## src/rtl/counter_seq_ctrl.sv

```systemverilog
// counter_seq_ctrl: sequencer for the up-counter datapath.
// Starts, pauses, stops and terminates count runs. Supports one-shot and auto-reload.
// Drives the counter clear/enable and watches its value for the terminal count.
// Optional feature: define COUNTER_SEQ_CTRL_IRQ_EN to add a sticky irq output with an irq_clr input.

module counter_seq_ctrl #(
    parameter int unsigned WIDTH  = 4,
    parameter int unsigned WRAP_W = 8
) (
    input  logic              clk,
    input  logic              rst,
    input  logic              start,
    input  logic              stop,
    input  logic              pause,
    input  logic              auto_reload,
    input  logic [WIDTH-1:0]  tc,
    input  logic [WIDTH-1:0]  cnt_val,
`ifdef COUNTER_SEQ_CTRL_IRQ_EN
    input  logic              irq_clr,
    output logic              irq,
`endif
    output logic              cnt_en,
    output logic              cnt_clr,
    output logic              busy,
    output logic              done,
    output logic [WRAP_W-1:0] wrap_cnt
);

    localparam logic [1:0] StIdle = 2'd0;
    localparam logic [1:0] StRun  = 2'd1;
    localparam logic [1:0] StHold = 2'd2;
    localparam logic [1:0] StDone = 2'd3;

    localparam logic [WRAP_W-1:0] WrapMax = '1;

    logic [1:0]        state_q, state_d;
    logic [WIDTH-1:0]  tc_q, tc_d;
    logic              ar_q, ar_d;
    logic [WRAP_W-1:0] wrap_q, wrap_d;
    logic              done_q, done_d;
    logic              at_tc;
    logic              term_evt;

    assign at_tc = (cnt_val == tc_q);

    // Next-state logic; priority is stop > pause > terminal detect > start.
    always_comb begin
        state_d  = state_q;
        tc_d     = tc_q;
        ar_d     = ar_q;
        wrap_d   = wrap_q;
        term_evt = 1'b0;
        case (state_q)
            StIdle: begin
                if (start && !stop) begin
                    state_d = StRun;
                    tc_d    = tc;
                    ar_d    = auto_reload;
                    wrap_d  = '0;
                end
            end
            StRun: begin
                if (stop) begin
                    state_d = StIdle;
                end else if (pause) begin
                    state_d = StHold;
                end else if (at_tc) begin
                    term_evt = 1'b1;
                    state_d  = ar_q ? StRun : StDone;
                end
            end
            StHold: begin
                if (stop) begin
                    state_d = StIdle;
                end else if (!pause) begin
                    state_d = StRun;
                end
            end
            default: begin
                // StDone lasts exactly one cycle.
                state_d = StIdle;
            end
        endcase
        if (term_evt && (wrap_q != WrapMax)) begin
            wrap_d = wrap_q + WRAP_W'(1);
        end
        done_d = term_evt;
    end

    // State and run-parameter registers with synchronous reset.
    always_ff @(posedge clk) begin
        if (rst) begin
            state_q <= StIdle;
            tc_q    <= '0;
            ar_q    <= 1'b0;
            wrap_q  <= '0;
            done_q  <= 1'b0;
        end else begin
            state_q <= state_d;
            tc_q    <= tc_d;
            ar_q    <= ar_d;
            wrap_q  <= wrap_d;
            done_q  <= done_d;
        end
    end

    // Counter control decoded from the current state.
    always_comb begin
        cnt_en  = (state_q == StRun) && !pause && !stop;
        // Out-of-range cnt_val in RUN gets no clear; the counter wraps around to tc_q.
        cnt_clr = (state_q == StIdle) || (state_q == StDone) || ((state_q == StRun) && at_tc);
        busy    = (state_q != StIdle);
    end

    assign done     = done_q;
    assign wrap_cnt = wrap_q;

`ifdef COUNTER_SEQ_CTRL_IRQ_EN
    logic irq_q;

    // Sticky interrupt: a done pulse sets it and wins over a simultaneous clear.
    always_ff @(posedge clk) begin
        if (rst) begin
            irq_q <= 1'b0;
        end else if (done_q) begin
            irq_q <= 1'b1;
        end else if (irq_clr) begin
            irq_q <= 1'b0;
        end
    end

    assign irq = irq_q;
`endif

endmodule
```

## config.mk

```make
export PLATFORM = sky130hd
export DESIGN_NAME = counter_seq_ctrl
export DESIGN_NICKNAME = d
export VERILOG_FILES = /design/src/rtl/counter_seq_ctrl.sv
export SDC_FILE = /design/constraint.sdc
export NUM_CORES = 1
export LEC_CHECK = 0
export BUFFER_PORTS_ARGS = -buffer_cell sky130_fd_sc_hd__buf_2
export CAP_MARGIN = 10
export CELL_PAD_IN_SITES_DETAIL_PLACEMENT = 0
export CELL_PAD_IN_SITES_GLOBAL_PLACEMENT = 1
export CORE_MARGIN = 5
export CORE_UTILIZATION = 39
export CTS_BUF_LIST = sky130_fd_sc_hd__clkbuf_4 sky130_fd_sc_hd__clkbuf_8
export DETAILED_ROUTE_END_ITERATION = 8
export PLACE_DENSITY = 0.84
export SLEW_MARGIN = 15
export SYNTH_ARGS = -nofsm -noshare
export SYNTH_HDL_FRONTEND = slang
export SYNTH_SLANG_ARGS = --single-unit
export TNS_END_PERCENT = 5
```

## constraint.sdc

```tcl
create_clock -name clk -period 2.4 [get_ports clk]
set_input_delay 0.12 -clock clk [delete_from_list [all_inputs] [get_ports clk]]
set_output_delay 0.12 -clock clk [all_outputs]
set_load 0.03 [all_outputs]
```

==> reports/metrics.cfg <==
[synth]
synth-seq-cells=16
yosysWarnings=0
synth.avg_cell_area_sq_um=8.53
syn_inst=112
ys_seq_area_share_pct=33.5
async_reset_ff_share_pct=0
synth_edf_count=0
synth_cell_type_count=36
netlist_area_sq_um=956
yosys_most_used_dff=dfxtp_1
syn_nets=131

[drt]
vias=878
dr.pass1.iters=4
drt-total-wl_um=2150
route.antenna.remaining_nets=0
avgRoutedWirePerCell_um=12.9
avgViaCountPerCell=5.26
drtIter0Drc=19
drc=0

[global_route]
grt_pass1_vias=874
grt_first_pass_wirelength_um=3680
grt_usage_pct=13.6
grt_max_degree=26
antenna_found_initial=0
grt_overflow=0

[worst_hold_path]
min_from=tc[0]
hold_end=tc_q[0]
min_path_type=in -> reg
hold_depth=3

[floorplanning]
fp.dieW_um=59.5
die_y_um=59.5
die-area_sq_um=3540
initial_utilization_pct=39.7
coreArea_sq_um=2410
pin_count=26
num_rows=18

[placed_design]
postPlaceCellArea_sq_um=1110
place_inst=163
io_buffers=25
place_ws_ns=0.401
dp_hpwl_um=1660
gp_congestion=0.800

[critical_path]
worst-r2r-setup-slack_ns=0.39
critPathMaxFanout=6
worst_setup_path_end_kind=flop
required_ns=2.60
cpMaxStageDelayCell=or3b_1
reg2reg_to=wrap_cnt[5]
cpLargestDelayFamily=simple AND/OR/NAND/NOR gates
r2r-start=state_q[1]
path_cells=inv_1 > ha_1 > or3b_1 > a31o_4 > or3_1 > a311oi_1
cp.arrival_ns=2.21
worst_setup_path_start_kind=flop
cp_slowest_stage_delay_ns=0.45
r2r_cells=6
criticalPathCategory=reg -> reg
cp.buffers_inverters=1

[timing]
setup_viol=0
fin_ws_ns=0.390
post-route-min-period_ns=2.01
holdWs_ns=0.0647
slew_headroom_pct=72.4
period_share_pct=83.8
drv_slew=0
grt_setup_unrepaired=false
tns_ns=0
tightest_slew_ns=0.414
hold_viol=0
fmaxAchievable_mhz=497
skew_ns=0.00198

[finish]
antennaDiodeCount=0
drive_gt1_share_pct=23.4
area_growth_pct=19.5
layout_common_cells=25 x buf_2, 16 x dfxtp_1, 10 x nor2_1, 7 x o21ai_0, 6 x inv_1
layout.nets=157
design_area_sq_um=1140
final_common_cell=buf_2
final_cell_count_no_fill=167

[clocking]
cts_resized=0
cts_sinks=16
clk_latency_ns=0.28
cts.hold.buffers_added=0
htreeDepth=1
cts_inserted_buffers=3
clk_pin_slew_ns=0.10
cts_tree=yes
clockRootBuffer=clkbuf_4
clk_path_buf_depth=2
cts_setup_buffers=0

[power]
leakage_nw=0.494
ir_drop_v=0.000355
power.density_nw_per_um2=621

[flow_run]
max-cap-violations=0

[status]
status=completed

==> worst max path at each step <==
stage                     cells after the start  slack [ns]     endpoint        from
after CTS                                     6        0.38  wrap_cnt[5]  state_q[1]
after floorplan                               7        0.50  wrap_cnt[5]  state_q[0]
after global placement                        6        0.47  wrap_cnt[5]  state_q[1]
final                                         6        0.39  wrap_cnt[5]  state_q[1]
after global routing                          6        0.25  wrap_cnt[2]  state_q[1]
after detailed placement                      6        0.40  wrap_cnt[5]  state_q[1]
==> state kept, by name (all words and copies together) (netlist names) <==
signal,flops
ar_q,1
state_q,2
tc_q,4
done,1
wrap_cnt,8
==> cell type report <==
cell class                 instances  area (sq um)
clock buffer                       4          36.3
fill                             235          1270
inverter                           6          22.5
multi-input combinational         85           593
sequential                        16           320
tap                               30          37.5
timing repair buffer              26           133
==> kinds of logic (layout without fill, tap and decap cells) <==
group	count (synthesis)	count (layout)	share of synthesized area [%]
compound gates	23	23	17.5
xor+xnor	6	6	5.50
mux	5	5	5.24
fa+ha+maj	5	5	6.54
buf+inv	11	36	4.45
flops	16	16	33.5
simple gates	46	46	27.2
==> through the flow <==
step / power (mW) / util (%)
after global placement: 0.531 / 45.9
after CTS: 0.716 / 47.4
after detailed placement: 0.538 / 45.9
final: 0.709 / 47.4
after global routing: 0.755 / 47.4
after floorplan: 0.476 / -
==> Yosys cell counts (2+ instances only) <==
cell type	count	area, sq um
o211ai_1	4	30.0
and3_1	2	12.5
nand2_1	5	18.8
a31oi_1	2	12.5
nor2b_1	2	12.5
nand3b_1	3	22.5
o21ai_0	7	35.0
nand4_1	2	12.5
nor3_1	3	15.0
mux2i_1	5	50.1
nor3b_1	2	15.0
ha_1	5	62.6
nor2_1	10	37.5
nand2b_1	4	25.0
inv_1	6	22.5
or3_1	2	12.5
nor4b_1	2	17.5
clkbuf_1	4	15.0
o31ai_1	2	15.0
nand3_1	4	20.0
o32ai_1	2	17.5
dfxtp_1	16	320
xnor2_1	5	43.8
==> worst register-to-register path, delay by kind of cell, from the launching register on <==
family | cells | cell delay, ns
AO/OA/AOI/OAI | 2 | 0.52
adder cells (fa/ha/maj) | 1 | 0.18
flip-flops | 1 | 0.34
AND/OR/NAND/NOR | 2 | 0.79
buffers and inverters | 1 | 0.10
==> layer usage <==
| layer | share of wire (%) | GRT usage (%) |
|---|---|---|
| met5 | 0 | 0 |
| met4 | 0.88 | 5.70 |
| met3 | 5.6 | 3.92 |
| met2 | 47 | 22.5 |
| met1 | 46 | 16.3 |
==> power breakdown <==
part / switching, mW / total, mW / internal (mW) / leakage, nW
Combinational: 0.145 / 0.234 / 0.0889 / 0.343
Clock: 0.0868 / 0.179 / 0.0922 / 0.0210
Sequential: 0.0130 / 0.296 / 0.283 / 0.130
Total: 0.245 / 0.709 / 0.464 / 0.494
Power figures use the tool's default switching activity.
